==> src/rtl/a51_keystream_core_pkg.sv <==
// Shared constants, stage encoding and helpers for the A5/1 keystream core.
// Register geometry follows the standard A5/1 definition.
package a51_keystream_core_pkg;

  localparam int R1_LEN = 19;
  localparam int R2_LEN = 22;
  localparam int R3_LEN = 23;

  localparam int R1_CLK = 8;
  localparam int R2_CLK = 10;
  localparam int R3_CLK = 10;

  // Feedback taps as bit masks: R1 {18,17,16,13}, R2 {21,20}, R3 {22,21,20,7}
  localparam logic [R1_LEN-1:0] R1_TAPS = 19'h7_2000;
  localparam logic [R2_LEN-1:0] R2_TAPS = 22'h30_0000;
  localparam logic [R3_LEN-1:0] R3_TAPS = 23'h70_0080;

  localparam int KEY_LEN     = 64;
  localparam int FRAME_LEN   = 22;
  localparam int KSC_W       = 8;

  localparam int KEY_SEL_W   = $clog2(KEY_LEN);
  localparam int KEY_IDX_W   = $clog2(KEY_LEN + 1);
  localparam int FRAME_SEL_W = $clog2(FRAME_LEN);
  localparam int FRAME_IDX_W = $clog2(FRAME_LEN + 1);

  typedef enum logic [2:0] {
    ST_IDLE,
    ST_LOADK,
    ST_LOADF,
    ST_MIX,
    ST_OUT,
    ST_FIN,
    ST_ERR
  } stage_e;

  typedef struct packed {
    logic done;
    logic outstage;
    logic mix;
    logic loadf;
    logic loadk;
  } flags_t;

  function automatic logic majority(input logic a, input logic b, input logic c);
    return (a & b) | (a & c) | (b & c);
  endfunction

  // More than one flag high is an error regardless of which flags they are.
  function automatic stage_e decode_stage(input flags_t f);
    if ($countones(f) > 1) return ST_ERR;
    if (f.loadk)           return ST_LOADK;
    if (f.loadf)           return ST_LOADF;
    if (f.mix)             return ST_MIX;
    if (f.outstage)        return ST_OUT;
    if (f.done)            return ST_FIN;
    return ST_IDLE;
  endfunction

endpackage

==> src/rtl/a51_keystream_core_if.sv <==
// Stage-flag, key/frame and serial data bundle between the stage counter side
// (master) and the keystream core (slave).
interface a51_keystream_core_if;
  import a51_keystream_core_pkg::*;

  logic                 ENABLE;
  logic                 STAGEONE;
  logic                 STAGETWO;
  logic                 STAGETHREE;
  logic                 OUTPUTSTAGE;
  logic                 DONE;
  logic [KEY_LEN-1:0]   KEY;
  logic [FRAME_LEN-1:0] FRAME;
  logic                 DIN;
  logic                 DOUT;
  logic                 DVALID;
  logic [KSC_W-1:0]     KSCOUNT;
  logic                 ERR;
  logic                 FINISHED;

  modport master (
    output ENABLE, STAGEONE, STAGETWO, STAGETHREE, OUTPUTSTAGE, DONE,
    output KEY, FRAME, DIN,
    input  DOUT, DVALID, KSCOUNT, ERR, FINISHED
  );

  modport slave (
    input  ENABLE, STAGEONE, STAGETWO, STAGETHREE, OUTPUTSTAGE, DONE,
    input  KEY, FRAME, DIN,
    output DOUT, DVALID, KSCOUNT, ERR, FINISHED
  );

endinterface

==> src/rtl/a51_keystream_core_lfsr.sv <==
// One A5/1 shift register: shifts left, new bit0 = tap parity ^ in_bit.
// msb reports the value bit LEN-1 takes after this cycle's shift.
module a51_keystream_core_lfsr #(
  parameter int                LEN      = 19,
  parameter int                CLK_BIT  = 8,
  parameter logic [LEN-1:0]    TAP_MASK = '0
) (
  input  logic           C,
  input  logic           CLR,
  input  logic           shift_en,
  input  logic           in_bit,
  output logic [LEN-1:0] state,
  output logic           clk_bit,
  output logic           msb
);

  logic feedback;

  assign feedback = ^(state & TAP_MASK);

  // NOTE: state registers use non-blocking assignment so every register in the
  // design samples pre-edge values, independent of always_ff evaluation order.
  always_ff @(posedge C) begin
    if (CLR) begin
      state <= '0;
    end else if (shift_en) begin
      state <= {state[LEN-2:0], feedback ^ in_bit};
    end
  end

  assign clk_bit = state[CLK_BIT];
  assign msb     = shift_en ? state[LEN-2] : state[LEN-1];

endmodule

==> src/rtl/a51_keystream_core.sv <==
// A5/1 keystream core: decodes the counter's stage flags, loads key and frame,
// majority-clocks three LFSRs and XORs one keystream bit onto DIN per output cycle.
module a51_keystream_core
  import a51_keystream_core_pkg::*;
(
  input  logic                 C,
  input  logic                 CLR,
  a51_keystream_core_if.slave  bus
);

  flags_t                 flags;
  stage_e                 stage;
  logic [KEY_IDX_W-1:0]   key_idx;
  logic [FRAME_IDX_W-1:0] frame_idx;
  logic [2:0]             shift;
  logic                   in_bit;
  logic                   maj;
  logic                   ks;

  logic                   r1_clk, r2_clk, r3_clk;
  logic                   r1_msb, r2_msb, r3_msb;
  logic [R1_LEN-1:0]      r1_state;
  logic [R2_LEN-1:0]      r2_state;
  logic [R3_LEN-1:0]      r3_state;

  assign flags = '{done:     bus.DONE,
                   outstage: bus.OUTPUTSTAGE,
                   mix:      bus.STAGETHREE,
                   loadf:    bus.STAGETWO,
                   loadk:    bus.STAGEONE};

  assign stage = decode_stage(flags);

  // NOTE: every signal driven here gets a default first, so no path leaves a
  // value unassigned and no latch is inferred.
  always_comb begin
    shift  = 3'b000;
    in_bit = 1'b0;
    maj    = majority(r1_clk, r2_clk, r3_clk);
    if (bus.ENABLE) begin
      case (stage)
        ST_LOADK: begin
          if (key_idx < KEY_IDX_W'(KEY_LEN)) begin
            shift  = 3'b111;
            in_bit = bus.KEY[key_idx[KEY_SEL_W-1:0]];
          end
        end
        ST_LOADF: begin
          if (frame_idx < FRAME_IDX_W'(FRAME_LEN)) begin
            shift  = 3'b111;
            in_bit = bus.FRAME[frame_idx[FRAME_SEL_W-1:0]];
          end
        end
        ST_MIX, ST_OUT: begin
          shift = {r3_clk == maj, r2_clk == maj, r1_clk == maj};
        end
        default: ;
      endcase
    end
  end

  a51_keystream_core_lfsr #(
    .LEN(R1_LEN), .CLK_BIT(R1_CLK), .TAP_MASK(R1_TAPS)
  ) u_r1 (
    .C(C), .CLR(CLR), .shift_en(shift[0]), .in_bit(in_bit),
    .state(r1_state), .clk_bit(r1_clk), .msb(r1_msb)
  );

  a51_keystream_core_lfsr #(
    .LEN(R2_LEN), .CLK_BIT(R2_CLK), .TAP_MASK(R2_TAPS)
  ) u_r2 (
    .C(C), .CLR(CLR), .shift_en(shift[1]), .in_bit(in_bit),
    .state(r2_state), .clk_bit(r2_clk), .msb(r2_msb)
  );

  a51_keystream_core_lfsr #(
    .LEN(R3_LEN), .CLK_BIT(R3_CLK), .TAP_MASK(R3_TAPS)
  ) u_r3 (
    .C(C), .CLR(CLR), .shift_en(shift[2]), .in_bit(in_bit),
    .state(r3_state), .clk_bit(r3_clk), .msb(r3_msb)
  );

  // Full register contents stay visible for debug; the datapath only needs the
  // clock and post-shift msb bits.
  logic unused_state;
  assign unused_state = ^{r1_state, r2_state, r3_state};

  assign ks = r1_msb ^ r2_msb ^ r3_msb;

  // NOTE: CLR is synchronous, so it is an ordinary priority branch inside the
  // clocked block rather than part of the sensitivity list.
  always_ff @(posedge C) begin
    if (CLR) begin
      key_idx      <= '0;
      frame_idx    <= '0;
      bus.DOUT     <= 1'b0;
      bus.DVALID   <= 1'b0;
      bus.KSCOUNT  <= '0;
      bus.ERR      <= 1'b0;
      bus.FINISHED <= 1'b0;
    end else begin
      bus.DVALID <= 1'b0;
      if (bus.DONE) bus.FINISHED <= 1'b1;
      if (bus.ENABLE) begin
        case (stage)
          ST_LOADK: if (shift[0]) key_idx   <= key_idx + KEY_IDX_W'(1);
          ST_LOADF: if (shift[0]) frame_idx <= frame_idx + FRAME_IDX_W'(1);
          ST_OUT: begin
            bus.DOUT   <= bus.DIN ^ ks;
            bus.DVALID <= 1'b1;
            if (bus.KSCOUNT != '1) bus.KSCOUNT <= bus.KSCOUNT + KSC_W'(1);
          end
          ST_ERR:   bus.ERR <= 1'b1;
          default: ;
        endcase
      end
    end
  end

endmodule
==> src/flat_wrapper.sv <==
// flat-port wrapper written by rule: the top's interface ports become plain ports
module a51_keystream_core_flat import a51_keystream_core_pkg::*;
  (C, CLR, bus_ENABLE, bus_STAGEONE, bus_STAGETWO, bus_STAGETHREE, bus_OUTPUTSTAGE, bus_DONE, bus_KEY, bus_FRAME, bus_DIN, bus_DOUT, bus_DVALID, bus_KSCOUNT, bus_ERR, bus_FINISHED);
  a51_keystream_core_if bus_i ();
  input  logic C;
  input  logic CLR;
  input wire logic [$bits(bus_i.ENABLE)-1:0] bus_ENABLE;
  input wire logic [$bits(bus_i.STAGEONE)-1:0] bus_STAGEONE;
  input wire logic [$bits(bus_i.STAGETWO)-1:0] bus_STAGETWO;
  input wire logic [$bits(bus_i.STAGETHREE)-1:0] bus_STAGETHREE;
  input wire logic [$bits(bus_i.OUTPUTSTAGE)-1:0] bus_OUTPUTSTAGE;
  input wire logic [$bits(bus_i.DONE)-1:0] bus_DONE;
  input wire logic [$bits(bus_i.KEY)-1:0] bus_KEY;
  input wire logic [$bits(bus_i.FRAME)-1:0] bus_FRAME;
  input wire logic [$bits(bus_i.DIN)-1:0] bus_DIN;
  output wire logic [$bits(bus_i.DOUT)-1:0] bus_DOUT;
  output wire logic [$bits(bus_i.DVALID)-1:0] bus_DVALID;
  output wire logic [$bits(bus_i.KSCOUNT)-1:0] bus_KSCOUNT;
  output wire logic [$bits(bus_i.ERR)-1:0] bus_ERR;
  output wire logic [$bits(bus_i.FINISHED)-1:0] bus_FINISHED;
  assign bus_i.ENABLE = bus_ENABLE;
  assign bus_i.STAGEONE = bus_STAGEONE;
  assign bus_i.STAGETWO = bus_STAGETWO;
  assign bus_i.STAGETHREE = bus_STAGETHREE;
  assign bus_i.OUTPUTSTAGE = bus_OUTPUTSTAGE;
  assign bus_i.DONE = bus_DONE;
  assign bus_i.KEY = bus_KEY;
  assign bus_i.FRAME = bus_FRAME;
  assign bus_i.DIN = bus_DIN;
  assign bus_DOUT = bus_i.DOUT;
  assign bus_DVALID = bus_i.DVALID;
  assign bus_KSCOUNT = bus_i.KSCOUNT;
  assign bus_ERR = bus_i.ERR;
  assign bus_FINISHED = bus_i.FINISHED;
  a51_keystream_core u_core (.C(C), .CLR(CLR), .bus(bus_i));
endmodule
==> config.mk <==
export PLATFORM = sky130hd
export DESIGN_NAME = a51_keystream_core_flat
export DESIGN_NICKNAME = d
export VERILOG_FILES = /design/src/rtl/a51_keystream_core_pkg.sv /design/src/rtl/a51_keystream_core_if.sv /design/src/rtl/a51_keystream_core_lfsr.sv /design/src/rtl/a51_keystream_core.sv /design/src/flat_wrapper.sv
export SDC_FILE = /design/constraint.sdc
export NUM_CORES = 1
export LEC_CHECK = 0
export CAP_MARGIN = 20
export CORE_MARGIN = 5
export CORE_UTILIZATION = 40
export DETAILED_ROUTE_END_ITERATION = 7
export GPL_TIMING_DRIVEN = 0
export PLACE_DENSITY_LB_ADDON = 0.08
export SLEW_MARGIN = 25
export SYNTH_ARGS = -nofsm -noshare
export SYNTH_HDL_FRONTEND = slang
export SYNTH_SLANG_ARGS = --single-unit
==> constraint.sdc <==
create_clock -name C -period 3.9 [get_ports C]
set_input_delay 0.585 -clock C [delete_from_list [all_inputs] [get_ports C]]
set_output_delay 0.585 -clock C [all_outputs]
set_load 0.03 [all_outputs]
### Word-level counts from Yosys, hierarchy flattened

Cells that the tools add are included.

* flip-flop bits (word level): 88
* bits in latches: 0
* memory bits (writable): 0
* memory bits (read-only): 0
* input bits: 95
* output and inout port bits: 12
* logic and storage cells: 103
* memories kept: 0

* add/sub/neg operators: 7
* $mul: 0
* divide/modulo/power cells: 0
* $lt $le $gt $ge: 5
* eq/ne operators: 9
* shifts and indexed selects: 0
* mux-type cells: 50
* bitwise gates (word level): 12
* reductions and logical operators: 10

Operator list (number)
* 3-bit 2-to-1 mux: 16
* 32-bit by 1-bit adder with 32-bit output: 1
* 32-bit adder: 1
* 32-bit by 2-bit greater-than comparator with 1-bit output, second input constant: 1
* 1-bit 2-to-1 mux: 30
* 23-bit XOR reduction: 1
* 22-bit XOR reduction: 1
* 19-bit XOR reduction: 1
* 3-bit one-hot mux with 3 select lines: 1
* 3-bit AND reduction: 3
* 8-bit by 1-bit adder with 8-bit output, second input constant: 1
* 8-bit inequality test, second input constant: 1
* 7-bit by 1-bit adder with 7-bit output, second input constant: 1
* 6-bit by 7-bit less-than comparator with 1-bit output, second input constant: 1
* 7-bit less-than comparator, second input constant: 1
* 1-bit binary-select mux with 6-bit select: 1
* 3-bit by 2-bit == test with 1-bit output, second input constant: 2
* 3-bit == test, second input constant: 2
* 5-bit by 6-bit less-than comparator with 1-bit output, second input constant: 1
* 1-bit XOR: 6
* 5-bit by 1-bit adder with 5-bit output, second input constant: 1
* 1-bit binary-select mux with 5-bit select: 1
* 5-bit less-than comparator, second input constant: 1
* 1-bit by 1-bit adder with 2-bit output: 2
* 8 further kinds: 15

### Depth between registers and ports, before layout

Gate-level depths: netlist of run 1.

* depth in word-level cells: 34
* mapped depth: 12
* gate-level depth less buffers: 11

### Cells and area by module

From an unflattened synthesis of run 1, not the netlist that was laid out.

* cell total of the unflattened synthesis: 426
* area, all modules: 4460.5 µm²

Modules (own cells, without submodules)
* a51_keystream_core: times used 1, cells an instance 206, area an instance 2015.7 µm², seq. area each 480.5 µm²
* a51_keystream_core_lfsr at u_core.u_r3: times used 1, cells an instance 80, area an instance 872.1 µm², seq. area each 460.4 µm²
* a51_keystream_core_lfsr at u_core.u_r2: times used 1, cells an instance 73, area an instance 823.3 µm², seq. area each 440.4 µm²
* a51_keystream_core_lfsr at u_core.u_r1: times used 1, cells an instance 67, area an instance 749.5 µm², seq. area each 380.4 µm²

### Least setup slack after synthesis of run 1

OpenSTA, ideal clock, no wires.

* path type: input -> register
* start point: in bus_STAGETWO
* end point: reg u_core.bus.DOUT
* setup time: 0.117 ns
* arrival: 3.628 ns
* required time: 3.783 ns
* path slack: 0.155 ns
* stages: 11
* buffers on the path: 0
* cells stage by stage: ha_1 > ha_1 > a21o_1 > fa_1 > nor3b_2 > o31ai_4 > a21oi_1 > mux2i_1 > xor2_1 > xnor3_1 > a22o_1

* word-level cells in the longest chain between the ends: 18
* elaborated cells between the ends (all ways): 32
* classes of those cells: add/sub (3); order compare (1); eq/ne (4); mux (19); bitwise (3); reduce/logical (2)

Ends and longest elaborated chain
* start, declared: line flat_wrapper.sv:9 `input wire logic [$bits(bus_i.STAGETWO)-1:0] bus_STAGETWO;`
* parallel branches: the longest is 9 deep, another holds 32-bit adder
* 3-bit 2-to-1 mux (*): line a51_keystream_core_pkg.sv:52 `if (f.loadk) return ST_LOADK;`
* 3-bit by 2-bit == test with 1-bit output / 3-bit == test (equally long branches): line a51_keystream_core.sv:41, a51_keystream_core.sv:105
* 2-bit OR reduction: line a51_keystream_core.sv:41 `case (stage)`
* 3-bit one-hot mux with 3 select lines: line a51_keystream_core.sv:41
* 3-bit 2-to-1 mux: line a51_keystream_core.sv:40 `if (bus.ENABLE) begin`
* 1-bit 2-to-1 mux: line a51_keystream_core_lfsr.sv:32 `assign msb = shift_en ? state[LEN-2] : state[LEN-1];`
* 1-bit XOR (2 in series): line a51_keystream_core.sv:88 `assign ks = r1_msb ^ r2_msb ^ r3_msb;`
* 1-bit XOR: line a51_keystream_core.sv:109 `bus.DOUT <= bus.DIN ^ ks;`
* end signal, assigned: line a51_keystream_core.sv:109
* end, declared: line a51_keystream_core_if.sv:30 `output DOUT, DVALID, KSCOUNT, ERR, FINISHED`

Every way passes the cells marked *. The select of a mux whose other input is x is not followed.
A chain may end at the register's enable or synchronous reset.

### Worst setup path in the final report of run 1

* start point: in bus_STAGEONE
* end point: reg u_core.bus.DOUT

* word-level cells in the longest chain between the ends: 20
* elaborated cells between the ends (all ways): 33
* classes of those cells: add/sub (3); order compare (1); eq/ne (4); mux (20); bitwise (3); reduce/logical (2)

Ends and longest elaborated chain
* start, declared: line flat_wrapper.sv:8 `input wire logic [$bits(bus_i.STAGEONE)-1:0] bus_STAGEONE;`
* parallel branches: the longest is 11 deep, another holds 32-bit adder
* 3-bit 2-to-1 mux (*): line a51_keystream_core_pkg.sv:52
* 3-bit by 2-bit == test with 1-bit output / 3-bit == test (equally long branches): line a51_keystream_core.sv:41, a51_keystream_core.sv:105
* 2-bit OR reduction: line a51_keystream_core.sv:41
* 3-bit one-hot mux with 3 select lines: line a51_keystream_core.sv:41
* 3-bit 2-to-1 mux: line a51_keystream_core.sv:40
* 1-bit 2-to-1 mux: line a51_keystream_core_lfsr.sv:32
* 1-bit XOR (2 in series): line a51_keystream_core.sv:88
* 1-bit XOR: line a51_keystream_core.sv:109

Marks and branches as above.

==> results of run 1 <==
[registers in the layout, summed over array words and instances (netlist names)]
name,cells
u_core.u_r1.state,19
u_core.u_r2.state,22
u_core.bus.FINISHED,1
u_core.bus.DOUT,1
u_core.bus.KSCOUNT,8
u_core.key_idx,7
u_core.u_r3.state,23
u_core.bus.ERR,1
u_core.bus.DVALID,1
u_core.frame_idx,5
[area by class of cell]
type                       instances  area, um2
antenna                            1       2.50
clock inverter                     4       36.3
tap                              140        175
sequential                        88       1760
multi-input combinational        315       2500
inverter                           6       22.5
clock buffer                      12        155
timing repair buffer             110       1090
buffer                            26        121
fill                            1026       4930
[logic make-up (layout without fill, tap and decap cells)]
family,after synthesis,in the layout,synth area share [%]
buffers and inverters,32,158,3.24
and+or+nand+nor,157,157,16.4
adders and majority gates,7,7,2.18
xor gates and xnor gates,26,26,5.53
AOI/OAI and AO/OA,32,32,5.73
DFF,88,88,40.3
other,0,1,0
muxes,93,93,26.5
[cells in the mapped netlist (3+ instances only)]
master    number
xnor2_1       15
nor2b_1        4
nor2_1        94
inv_1          6
xor2_1        10
dfxtp_1       88
nand3b_1       3
nand2_1       23
nand3_1        6
o21ai_0        6
ha_1           6
buf_2         11
clkbuf_1      12
mux2i_1       66
a21oi_1        5
a221oi_1       3
mux4_2        17
mux2_2         9
a22oi_1        4
nand4_1        9
[layer usage]
layer	wire [um]	vias to the layer above	track usage, %
met5	0	-	0
met4	121	0	4.51
li1	-	1764	-
met1	4680	1612	20.9
met2	4970	76	27.4
met3	533	10	4.44
[critical path, stage by stage]
cell and delay (ns):
clkdlybuf4s15_2 0.28, ha_1 0.32, ha_1 0.29, a21o_1 0.20
fa_2 0.51, nor4_4 0.32, nand2_1 0.12, o21a_1 0.21
or2_1 0.21, clkbuf_4 0.22, mux2i_4 0.22, xnor3_1 0.34
a22o_1 0.23
[power groups by stage]
stage	logic (W)	clock network (W)	registers, W
3_3_place_gp	0.000317	0	0.000926
4_1_cts	0.000333	0.000622	0.000905
3_5_place_dp	0.000322	0	0.000926
6_report	0.000332	0.000599	0.000905
5_1_grt	0.000359	0.000663	0.000906
2_1_floorplan	0.000181	0	0.000930
[metrics by stage]
step                hold slack (ns)  instances  setup WS, ns
finish                        0.481        702         0.117
global route                  0.512        702       0.00597
CTS                           0.483        699        0.0442
detailed placement            0.461        680        -0.995
global placement              0.457        680        -0.926
floorplan                     0.433        435         0.155
[repair_timing]
action / in CTS / in global routing
pin swaps: 5 / 5
resized for setup: 8 / 7
endpoints found under the setup margin: 56 / 1
endpoints found under the hold margin: 0 / 0
setup buffers: 3 / 2
cloned: 0 / 0
[worst paths after layout]
check,startpoint,to,slack (ns),cells after the start
worst max-delay path,bus_STAGEONE,u_core.bus.DOUT,0.12,13
worst min-delay path,u_core.bus.FINISHED,u_core.bus.FINISHED,0.48,2
worst max register to register,u_core.key_idx[0],u_core.u_r1.state[0],1.43,9
worst min register to register,u_core.bus.FINISHED,u_core.bus.FINISHED,0.48,2
==> run summary, run 1 <==
Status: finished clean
Mapped Cells: 435
Clk network pwr share: 32.6%
CTS tree: done
Core ar.: 10800 um2
First-pass GRT wire length: 17.3 mm
Die H: 114 um
Final ANT Viol Nets: 0
Num CTS Buffers: 9
I/O Pins: 107
CP Capture Type: register
Overall Power: 0.00184 W
Initial DRC Count: 119
Crit Path Class: in2reg
Psw: 0.000468 W
Post-synthesis sequential area ratio: 40.3%
Final min period: 3.78 ns
Die ar.: 13100 um2
Final wirelength: 10.3 mm
GR Util All Layers: 16.4%
Nets: 658
Post-DR wirelength/cell: 14.7 um
Share of layout cells above drive strength 1: 12.8%
Initial antenna violation count: 1
RSZ-0062 raised after global routing: false
Final Hold Fails: 0
Skew final: 0.0149 ns
#FFs+latches synth: 88
TritonRoute pass-1 iters: 4
Final Util: 54.3%
Clock-pin slew on the worst setup and hold paths: 0.09 ns
Via Count: 3462
Largest net degree at the start of global routing: 16
Dominant cells by area after synthesis: dfxtp_1, mux2i_1, mux4_2
Final instance area: 5860 um2
Synthesis warning total: 0
VDD IR max: 0.000152 V
Vias/cell: 4.93
DP Area: 5590 um2
Syn Area/Cell: 10.0 um2
HP Class: reg2reg
Fmax: 264 MHz
Tcrit/Tclk final: 97.0%
DRC: 0
GP Congestion: 0.800
Comb power frac: 18.1%
Critical Path RT: 4.16 ns
Critical Path Start Type: input port
Number of port buffers: 105
Endpoints failing setup: 0
P_int: 0.00137 W
Clock Sinks: 88
Mapped Nets: 537
Slew margin rel.: 54.7%
Arrival time at the worst endpoint: 4.05 ns
Synth area leader: dfxtp_1
H-Tree Depth: 3
Clock Path Buffers: 2
Initial Util: 40.5%
Cell variety after synth: 51
Yosys top cell area share: 40.3%
Hpwl dp: 7.97 mm
Aggregate global routing overflow: 0
Worst-Skew Late Latency: 0.36 ns
Vias in the first global route: 3512
Max-cap violations: 0
Ys async rst share: 0%
CP Max Fanout: 10
Net Sw Frac: 25.5%
Least-Margin Pin Slew: 0.675 ns
FP Rows: 38
Commonest non-fill, non-tap cell in the layout: clkdlybuf4s50_1
Top FF cell, synth: dfxtp_1
Sequential cell fraction of total power: 49.3%
EDFF count, synth: 0
Slew Viols, Final: 0
Root Buffer: clkbuf_8
Syn-to-layout area delta: 34.2%
Synthesized area: 4370 um2
Chip width: 114 um
Hold-fix buffers, CTS: 0
Static leakage: 2.18 nW
Most frequent cells in the layout: clkdlybuf4s50_1, nor2_1, dfxtp_1
Power per cell area: 313 nW/um2
Final setup TNS: 0 ns
Note: power is estimated with default switching activity, not from simulation.
==> run 2: changes to the inputs <==
- CAP_MARGIN: 20 -> not set
- SLEW_MARGIN: 25 -> 20
==> results of run 2 <==
Final layout, timing and power as in run 1 (identical DEF).
==> run 3: changes to the inputs <==
- CAP_MARGIN: not set -> 20
- CELL_PAD_IN_SITES_DETAIL_PLACEMENT: not set -> 1
- CELL_PAD_IN_SITES_GLOBAL_PLACEMENT: not set -> 1
- CORE_UTILIZATION: 40 -> 34
==> run 3 against run 2 <==
  * Cell area rose by 2.2%
  * Sequential power barely moved
  * Critical path type unchanged
  * Die area increased by 16%
  * Maximum frequency is 1.2% lower
  * Worst setup slack got worse by 0.045 ns
==> run summary, run 3 (synthesized netlist as in run 1, its figures left out) <==
Worst Path Buf+Inv: 2
Max-cap violations: 0
Crit Path Class: in2reg
Largest register FFs: 23
CP Capture Type: register
Top reg by flops: u_core.u_r3.state
Die ar.: 15200 um2
Arrival time at the worst endpoint: 4.07 ns
Vias in the first global route: 3904
Final ANT Viol Nets: 0
Chip width: 123 um
Static leakage: 2.20 nW
Endpoints failing setup: 0
Least-Margin Pin Slew: 0.693 ns
Fmax: 261 MHz
Final wirelength: 11.7 mm
Die H: 123 um
Initial DRC Count: 110
FP Rows: 41
Vias/cell: 4.85
DRC: 0
Initial antenna violation count: 0
Initial Util: 34.6%
Final Non-Filler Cells: 732
Final min period: 3.83 ns
H-Tree Depth: 3
TritonRoute pass-1 iters: 4
Final Hold Fails: 0
Number of port buffers: 105
Share of layout cells above drive strength 1: 12.5%
Clock Path Buffers: 2
Worst-Skew Late Latency: 0.35 ns
First-pass GRT wire length: 19.2 mm
CP max-delay cell: clkdlybuf4s50_1
Clock-pin slew on the worst setup and hold paths: 0.07 ns
Skew final: 0.00899 ns
RSZ-0062 raised after global routing: true
Hpwl dp: 9.08 mm
HP Class: reg2reg
Root Buffer: clkbuf_16
Largest stage delay, worst path: 0.45 ns
Tcrit/Tclk final: 98.2%
Seq. cell area: 1760 um2
DP Area: 5630 um2
Via Count: 3547
Num CTS Buffers: 9
I/O Pins: 107
Syn-to-layout area delta: 37.2%
GP Congestion: 0.736
VDD IR max: 0.000169 V
Most frequent cells in the layout: clkdlybuf4s50_1, nor2_1, dfxtp_1
Area of the multi-input gates: 2500 um2
Largest net degree at the start of global routing: 16
Core ar.: 12600 um2
Commonest non-fill, non-tap cell in the layout: clkdlybuf4s50_1
Post-DR wirelength/cell: 16.0 um
N_diodes: 0
CTS tree: done
CP dominant cell by count: ha_1
Nets: 657
Filler cell count: 1443
Top flop regs: u_core.u_r3.state x23, u_core.u_r2.state x22, u_core.u_r1.state x19
Aggregate global routing overflow: 0
Placed Cells: 712
GR Util All Layers: 16.1%
Crit-path cells: clkdlybuf4s50_1 > ha_1 > ha_1 > a21o_1 > fa_2 > nor4_4 > nand2_1 > o21a_1 > or2_1 > buf_4 > mux2i_4 > xnor3_1 > a22o_1
Critical Path RT: 4.14 ns
Final instance area: 5990 um2
Power per cell area: 348 nW/um2
Slew margin rel.: 53.8%
Slew Viols, Final: 0
Family with the most delay on the worst path: adder cells
CP Max Fanout: 10
Status: finished clean
Clock Sinks: 88
Critical Path Start Type: input port
run 3: cell count changes in the layout (fill, tap and decap cells not counted), sizes merged:
cell	delta
clkbuf	-2
clkdlybuf4s50	+2
clkinv	-1
diode	-1
dlygate4sd2	+1
dlymetal6s2s	-2
inv	+1
run 3: worst paths after layout:
path	slack, ns	cells past startpoint	from	end
worst min register to register	0.48	2	u_core.u_r3.state[0]	u_core.u_r3.state[0]
worst min-delay path	0.48	2	u_core.u_r3.state[0]	u_core.u_r3.state[0]
worst max-delay path	0.07	13	bus_OUTPUTSTAGE	u_core.bus.DOUT
worst max register to register	1.39	9	u_core.key_idx[0]	u_core.u_r1.state[0]
run 3: worst register-to-register path, stage by stage, from the launching register on:
cell      delay (ns)
dfxtp_1         0.33
buf_2           0.28
buf_4           0.27
mux4_2          0.52
a22oi_1         0.19
nand3_1         0.12
nand4_1         0.12
o211ai_1        0.22
xnor2_1         0.24
o21ai_0         0.10
run 3: where the power goes:
part / switching (W) / internal (W)
Combinational: 0.000148 / 0.000191
Clock: 0.000366 / 0.000474
Sequential: 0.00000250 / 0.000903
run 3: cell type report:
cell class / instances / area share [%]
buffer: 26 / 2.03
timing repair buffer: 109 / 18.0
inverter: 6 / 0.376
multi-input combinational: 315 / 41.7
clock buffer: 12 / 4.28
tap: 172 / 3.59
clock inverter: 4 / 0.564
sequential: 88 / 29.4
run 3: repair_timing:
item                       CTS  global route
buffers inserted             4             0
gates resized for setup      9             2
pin swaps                    7             1
setup endpoints to repair   59             3
hold buffers                 0             0
run 3: routing by layer:
layer | vias up | routed length (um) | GRT usage [%]
met5 | - | 0 | 0
met4 | 0 | 141 | 5.19
met3 | 9 | 595 | 3.80
met2 | 76 | 5740 | 28.4
met1 | 1700 | 5200 | 19.4
li1 | 1762 | - | -
run 3: metrics by stage:
stage	power, W	setup TNS, ns	hold WS (ns)	setup slack (ns)	util (%)
CTS	0.00212	0	0.479	0.0334	47.4
global route	0.00218	-0.0791	0.509	-0.0791	47.5
floorplan	0.00111	0	0.433	0.155	-
finish	0.00208	0	0.476	0.0714	47.5
global placement	0.00125	-28.05	0.456	-0.963	44.6
detailed placement	0.00126	-32.07	0.469	-1.02	44.6
==> RTL edit 1: new RTL, settings of run 3 <==
Set the package constant `KSC_W` to 6 (it was 8).
--- a/src/rtl/a51_keystream_core_pkg.sv
+++ b/src/rtl/a51_keystream_core_pkg.sv
@@ -17,7 +17,7 @@
 
   localparam int KEY_LEN     = 64;
   localparam int FRAME_LEN   = 22;
-  localparam int KSC_W       = 8;
+  localparam int KSC_W       = 6;
 
   localparam int KEY_SEL_W   = $clog2(KEY_LEN);
   localparam int KEY_IDX_W   = $clog2(KEY_LEN + 1);
Interface: changed (resized bus_KSCOUNT); port bits go from 107 to 105. No check against the original RTL was run, so the function may have changed too.
==> RTL edit 1 against run 3 <==
- final area fell by 0.96%
- synthesized area fell by 1.4%
- first-iteration DRC count rose by 10%
- sequential power fell by 2%
- worst setup slack improved by 0.078 ns
- clock skew rose by 0.0018 ns
- sequential cell count fell by 2
- wire length fell by 3.7%
- global-route usage fell by 0.10 points
- total power rose by 1.0%
==> RTL edit 1: results (changes against run 3) <==
[grt]
grt_start_max_net_pins=18  ; was 16
grt_pass1_wl_mm=19.1  ; was 19.2 mm
track_usage_pct=16.0  ; was 16.1%
grt_pass1_vias=3989  ; was 3904

[synth]
syn_avg_cell_area_um2=9.59  ; was 10.0 um2
synthesis.nets=551  ; was 537
synth_common_cells=dfxtp_1, nor2_1, mux2i_1  ; was nor2_1, dfxtp_1, mux2i_1
synth_compound_area_share_pct=8.80  ; was 5.73%
synthDistinctLibCells=52  ; was 51
synth-xor-area-share_pct=3.86  ; was 5.53%
synth.area.mux_share_pct=24.8  ; was 26.5%
yosysSeqAreaShare_pct=40.0  ; was 40.3%
synthAdderAreaFrac_pct=2.21  ; was 2.18%
synthTopCellsByArea=dfxtp_1, mux2i_1, mux4_2  ; unchanged

[place]
hpwl_mm=8.81  ; was 9.08 mm
port_buffers=103  ; was 105
place_area_mm2=0.00555  ; was 0.00563 mm2
dp_worst_setup_slack_ns=-0.672  ; was -1.02 ns
place_congestion=0.739  ; was 0.736

[critical_path]
rrSetupSlack_ns=1.01  ; was 1.39 ns
r2r_start=u_core.key_idx[0]  ; unchanged
cp_max_fo=4  ; was 10
arrival_ns=3.98  ; was 4.07 ns

[route]
first_iter_violations=121  ; was 110
routed_wl_mm=11.2  ; was 11.7 mm
vias=3682  ; was 3547

[status]
run_status=finished clean  ; unchanged

[min_path]
min_to=u_core.u_r1.state[1]  ; was u_core.u_r3.state[0]
hold_path.class=flop to flop  ; unchanged
min_from=u_core.u_r1.state[0]  ; was u_core.u_r3.state[0]

[power_and_ir_drop]
ir_drop_mv=0.168  ; was 0.169 mV

[layout]
fill_cells=1447  ; was 1443
drive_above_1_share_pct=9.63  ; was 12.5%
nNetsFinal=668  ; was 657
stdcell_count=743  ; was 732

[timing]
slew_headroom_pct=62.0  ; was 53.8%

[clock_network]
cts.clk_slew.worst_paths_ns=0.07  ; about the same

[RTL edit 1: cell count changes in the layout (fill, tap and decap cells not counted), sizes merged, moves of 6 or more]
cell,run 3,this run
mux2,9,1
xnor2,15,9
mux2i,67,60
nor2,94,70
a21oi,6,26
nand2,23,48
[RTL edit 1: final cells by class]
class                           instances  area, um2  share of cell area [%]
Multi-Input combinational cell        329       2470                    41.6
Sequential cell                        86       1720                    29.0
Timing Repair Buffer                  107       1060                    17.9
Clock buffer                            9        225                    3.80
Tap cell                              172        215                    3.63
Buffer                                 29        133                    2.23
Clock inverter                          7       91.3                    1.54
Inverter                                4       15.0                   0.253
[RTL edit 1: worst max path at each step]
stage	from	endpoint	slack (ns)	cells after the start
floorplan	bus_STAGETWO	u_core.u_r3.state[0]	0.39	12
global placement	bus_STAGEONE	u_core.u_r1.state[9]	-0.61	12
detailed placement	bus_STAGEONE	u_core.u_r1.state[11]	-0.67	12
CTS	bus_STAGETWO	u_core.u_r3.state[0]	0.06	13
global route	bus_STAGETHREE	u_core.u_r3.state[0]	-0.02	13
finish	bus_STAGETHREE	u_core.u_r3.state[0]	0.15	15
[RTL edit 1: cells by family after synthesis]
group / count (synthesis)
compound gates: 59
xor+xnor: 19
fa+ha+maj: 7
buf+inv: 34
flops: 86
mux: 80
simple gates: 164
[RTL edit 1: worst max-delay path, stage by stage]
cell             delay (ns)
clkdlybuf4s50_1        0.53
ha_1                   0.25
ha_1                   0.27
a21o_1                 0.20
fa_2                   0.48
nor3b_4                0.27
buf_4                  0.15
buf_4                  0.09
buf_4                  0.09
buf_4                  0.09
nand2_1                0.08
a211o_1                0.26
o41a_1                 0.17
and3_1                 0.22
o31a_1                 0.24
[RTL edit 1: stage by stage]
step,hold slack (ns),setup TNS (ns)
after floorplan,0.432,0
after global placement,0.437,-34.01
after detailed placement,0.447,-38.78
after CTS,0.456,0
after global routing,0.465,-0.0204
final,0.451,0
[RTL edit 1: metal layers]
layer | vias to the layer above | wire length (um) | GRT usage, %
li1 | 1822 | - | -
met1 | 1746 | 5030 | 19.0
met2 | 93 | 5210 | 26.6
met3 | 21 | 746 | 5.53
met4 | 0 | 266 | 6.30
met5 | - | 0 | 0
[RTL edit 1: where the power goes]
group | switching [mW] | internal (mW) | total, mW | leakage, nW
combinational | 0.139 | 0.179 | 0.319 | 1.54
clock | 0.386 | 0.512 | 0.897 | 0.151
sequential | 0.00419 | 0.885 | 0.889 | 0.693
total | 0.529 | 1.58 | 2.11 | 2.38
[RTL edit 1: what timing repair did]
item                                   CTS  global route
resized for setup                        8             9
hold buffers                             0             0
pin swaps                                1             1
cloned                                   0             0
buffers inserted                         3             1
setup endpoints to repair               63            68
endpoints found under the hold margin    0             0
==> RTL edit 2: new RTL, settings of run 3 <==
Made on the original files. Add an input register stage for `CLR`; this delays it by one clock. The other inputs are not delayed to match.
--- a/src/rtl/a51_keystream_core.sv
+++ b/src/rtl/a51_keystream_core.sv
@@ -7,6 +7,12 @@
   input  logic                 CLR,
   a51_keystream_core_if.slave  bus
 );
+
+  logic CLR_q;
+
+  always_ff @(posedge C) begin
+    CLR_q <= CLR;
+  end
 
   flags_t                 flags;
   stage_e                 stage;
@@ -62,21 +68,21 @@
   a51_keystream_core_lfsr #(
     .LEN(R1_LEN), .CLK_BIT(R1_CLK), .TAP_MASK(R1_TAPS)
   ) u_r1 (
-    .C(C), .CLR(CLR), .shift_en(shift[0]), .in_bit(in_bit),
+    .C(C), .CLR(CLR_q), .shift_en(shift[0]), .in_bit(in_bit),
     .state(r1_state), .clk_bit(r1_clk), .msb(r1_msb)
   );
 
   a51_keystream_core_lfsr #(
     .LEN(R2_LEN), .CLK_BIT(R2_CLK), .TAP_MASK(R2_TAPS)
   ) u_r2 (
-    .C(C), .CLR(CLR), .shift_en(shift[1]), .in_bit(in_bit),
+    .C(C), .CLR(CLR_q), .shift_en(shift[1]), .in_bit(in_bit),
     .state(r2_state), .clk_bit(r2_clk), .msb(r2_msb)
   );
 
   a51_keystream_core_lfsr #(
     .LEN(R3_LEN), .CLK_BIT(R3_CLK), .TAP_MASK(R3_TAPS)
   ) u_r3 (
-    .C(C), .CLR(CLR), .shift_en(shift[2]), .in_bit(in_bit),
+    .C(C), .CLR(CLR_q), .shift_en(shift[2]), .in_bit(in_bit),
     .state(r3_state), .clk_bit(r3_clk), .msb(r3_msb)
   );
 
@@ -90,7 +96,7 @@
   // NOTE: CLR is synchronous, so it is an ordinary priority branch inside the
   // clocked block rather than part of the sensitivity list.
   always_ff @(posedge C) begin
-    if (CLR) begin
+    if (CLR_q) begin
       key_idx      <= '0;
       frame_idx    <= '0;
       bus.DOUT     <= 1'b0;
Behaviour: not the same (a bounded check fails within 4 cycles, from zero or initial values).
==> RTL edit 2 against run 3 <==
- total power is 3.0% higher
- wire length up 6.1%
- synthesized area increased by 1.6%
- worst setup slack improved by 0.020 ns
- final area rose by 1.5%
- non-clock buffer count increased by 4
- largest cell class unchanged
- sequential share of layout area decreased by 0.11 points
- sequential cell count increased by 1
- via count is 7.1% higher
- highest routed layer unchanged
- combinational power shrank 2%
==> RTL edit 2: results (changes against run 3) <==
[power_and_ir_drop]
leakage_nw=2.08  ; was 2.20 nW
ir_drop_mv=0.181  ; was 0.169 mV

[min_path]
min_from=u_core.CLR_q  ; was u_core.u_r3.state[0]
whs_path_depth=1  ; was 2

[layout]
nNetsFinal=697  ; was 657
drive_above_1_share_pct=8.83  ; was 12.5%

[place]
port_buffers=106  ; was 105
hpwl_mm=9.71  ; was 9.08 mm
place_area_mm2=0.00571  ; was 0.00563 mm2

[grt]
grt_pass1_wl_mm=20.8  ; was 19.2 mm
grt_start_max_net_pins=18  ; was 16
track_usage_pct=16.3  ; was 16.1%
grt_util_met1_pct=21.4  ; was 19.4%
grt_pass1_vias=4121  ; was 3904
use_met3_pct=4.67  ; was 3.80%

[critical_path]
r2r_start=u_core.frame_idx[1]  ; was u_core.key_idx[0]
cp_max_fo=5  ; was 10
rrSetupSlack_ns=1.07  ; was 1.39 ns
worstReg2RegEnd=u_core.u_r2.state[0]  ; was u_core.u_r1.state[0]

[synth]
synthTopCellsByArea=dfxtp_1, mux2i_1, nor2_1  ; was dfxtp_1, mux2i_1, mux4_2
syn_avg_cell_area_um2=9.36  ; was 10.0 um2
synthDistinctLibCells=59  ; was 51
synthesis.nets=576  ; was 537
post-synth-top-count-cell=dfxtp_1  ; was nor2_1
synth_common_cells=dfxtp_1, nor2_1, mux2i_1  ; was nor2_1, dfxtp_1, mux2i_1

[route]
post_drt_wl_per_cell_um=16.1  ; was 16.0 um
vias=3798  ; was 3547
wl_met1_mm=6.12  ; was 5.20 mm
wl_met2_mm=5.57  ; was 5.74 mm
wl_met3_um=536  ; was 595 um
first_iter_violations=147  ; was 110

[status]
run_status=finished clean  ; unchanged

[timing]
slew_headroom_pct=54.2  ; was 53.8%

## RTL edit 2: cell types whose count changed after synthesis, sizes merged, moves of 4 or more
| cell | run 3 | this run |
|---|---|---|
| clkbuf | 12 | 21 |
| mux2 | 9 | 2 |
| nand4 | 9 | 4 |
| buf | 14 | 8 |
| a21oi | 6 | 26 |
| nand3 | 6 | 10 |
| nand2 | 23 | 50 |
| mux4 | 17 | 10 |
| mux2i | 67 | 72 |
| nor2 | 94 | 77 |
| a211oi | 0 | 4 |
## RTL edit 2: critical path, cell delays in order
cell and delay [ns]:
dlygate4sd2_1 0.31, ha_1 0.32, ha_1 0.27, a21o_1 0.19, fa_2 0.46, nor2_2 0.15, inv_1 0.07, o41a_1 0.51
or3b_4 0.44, and3_4 0.18, or4b_1 0.50, nand3_1 0.09
## RTL edit 2: how the worst max path moves through the flow
stage,from,endpoint,depth (start not counted)
2_1_floorplan,bus_STAGETWO,u_core.bus.DOUT,11
3_3_place_gp,bus_OUTPUTSTAGE,u_core.u_r1.state[0],12
3_5_place_dp,bus_OUTPUTSTAGE,u_core.u_r1.state[14],13
4_1_cts,bus_OUTPUTSTAGE,u_core.bus.DOUT,12
5_1_grt,bus_OUTPUTSTAGE,u_core.key_idx[2],14
6_report,bus_OUTPUTSTAGE,u_core.bus.DOUT,12
## RTL edit 2: logic make-up (layout without fill, tap and decap cells)
| logic type | after synthesis | after routing | synth area share [%] |
|---|---|---|---|
| adder cells (fa/ha/maj) | 7 | 7 | 2.14 |
| XOR/XNOR | 23 | 23 | 4.54 |
| AO/OA/AOI/OAI | 62 | 62 | 9.45 |
| flip-flops | 89 | 89 | 40.2 |
| multiplexers | 84 | 84 | 21.9 |
| buffers and inverters | 35 | 161 | 3.64 |
| AND/OR/NAND/NOR | 174 | 174 | 18.1 |
## RTL edit 2: layout make-up
type	instances	area, um2
Buffer	29	143
Clock buffer	9	225
Clock inverter	7	85.1
Fill cell	1500	6640
Inverter	6	22.5
Multi-Input combinational cell	350	2520
Sequential cell	89	1780
Tap cell	172	215
Timing Repair Buffer	110	1090
## RTL edit 2: metrics by stage
step | hold WS (ns) | setup slack [ns]
4_1_cts | 0.453 | 0.146
2_1_floorplan | 0.410 | 0.217
6_report | 0.450 | 0.0916
3_3_place_gp | 0.430 | -0.655
3_5_place_dp | 0.437 | -0.736
5_1_grt | 0.476 | 0.00771
## RTL edit 2: what timing repair did
item | 4_1_cts | 5_1_grt
setup endpoints to repair | 67 | 13
pin swaps | 4 | 0
buffers inserted | 4 | 0
resized for setup | 11 | 4
## RTL edit 2: report_power, final
| group | internal (mW) | switching [mW] |
|---|---|---|
| logic | 0.181 | 0.152 |
| clock network | 0.509 | 0.385 |
| registers | 0.915 | 0.00564 |
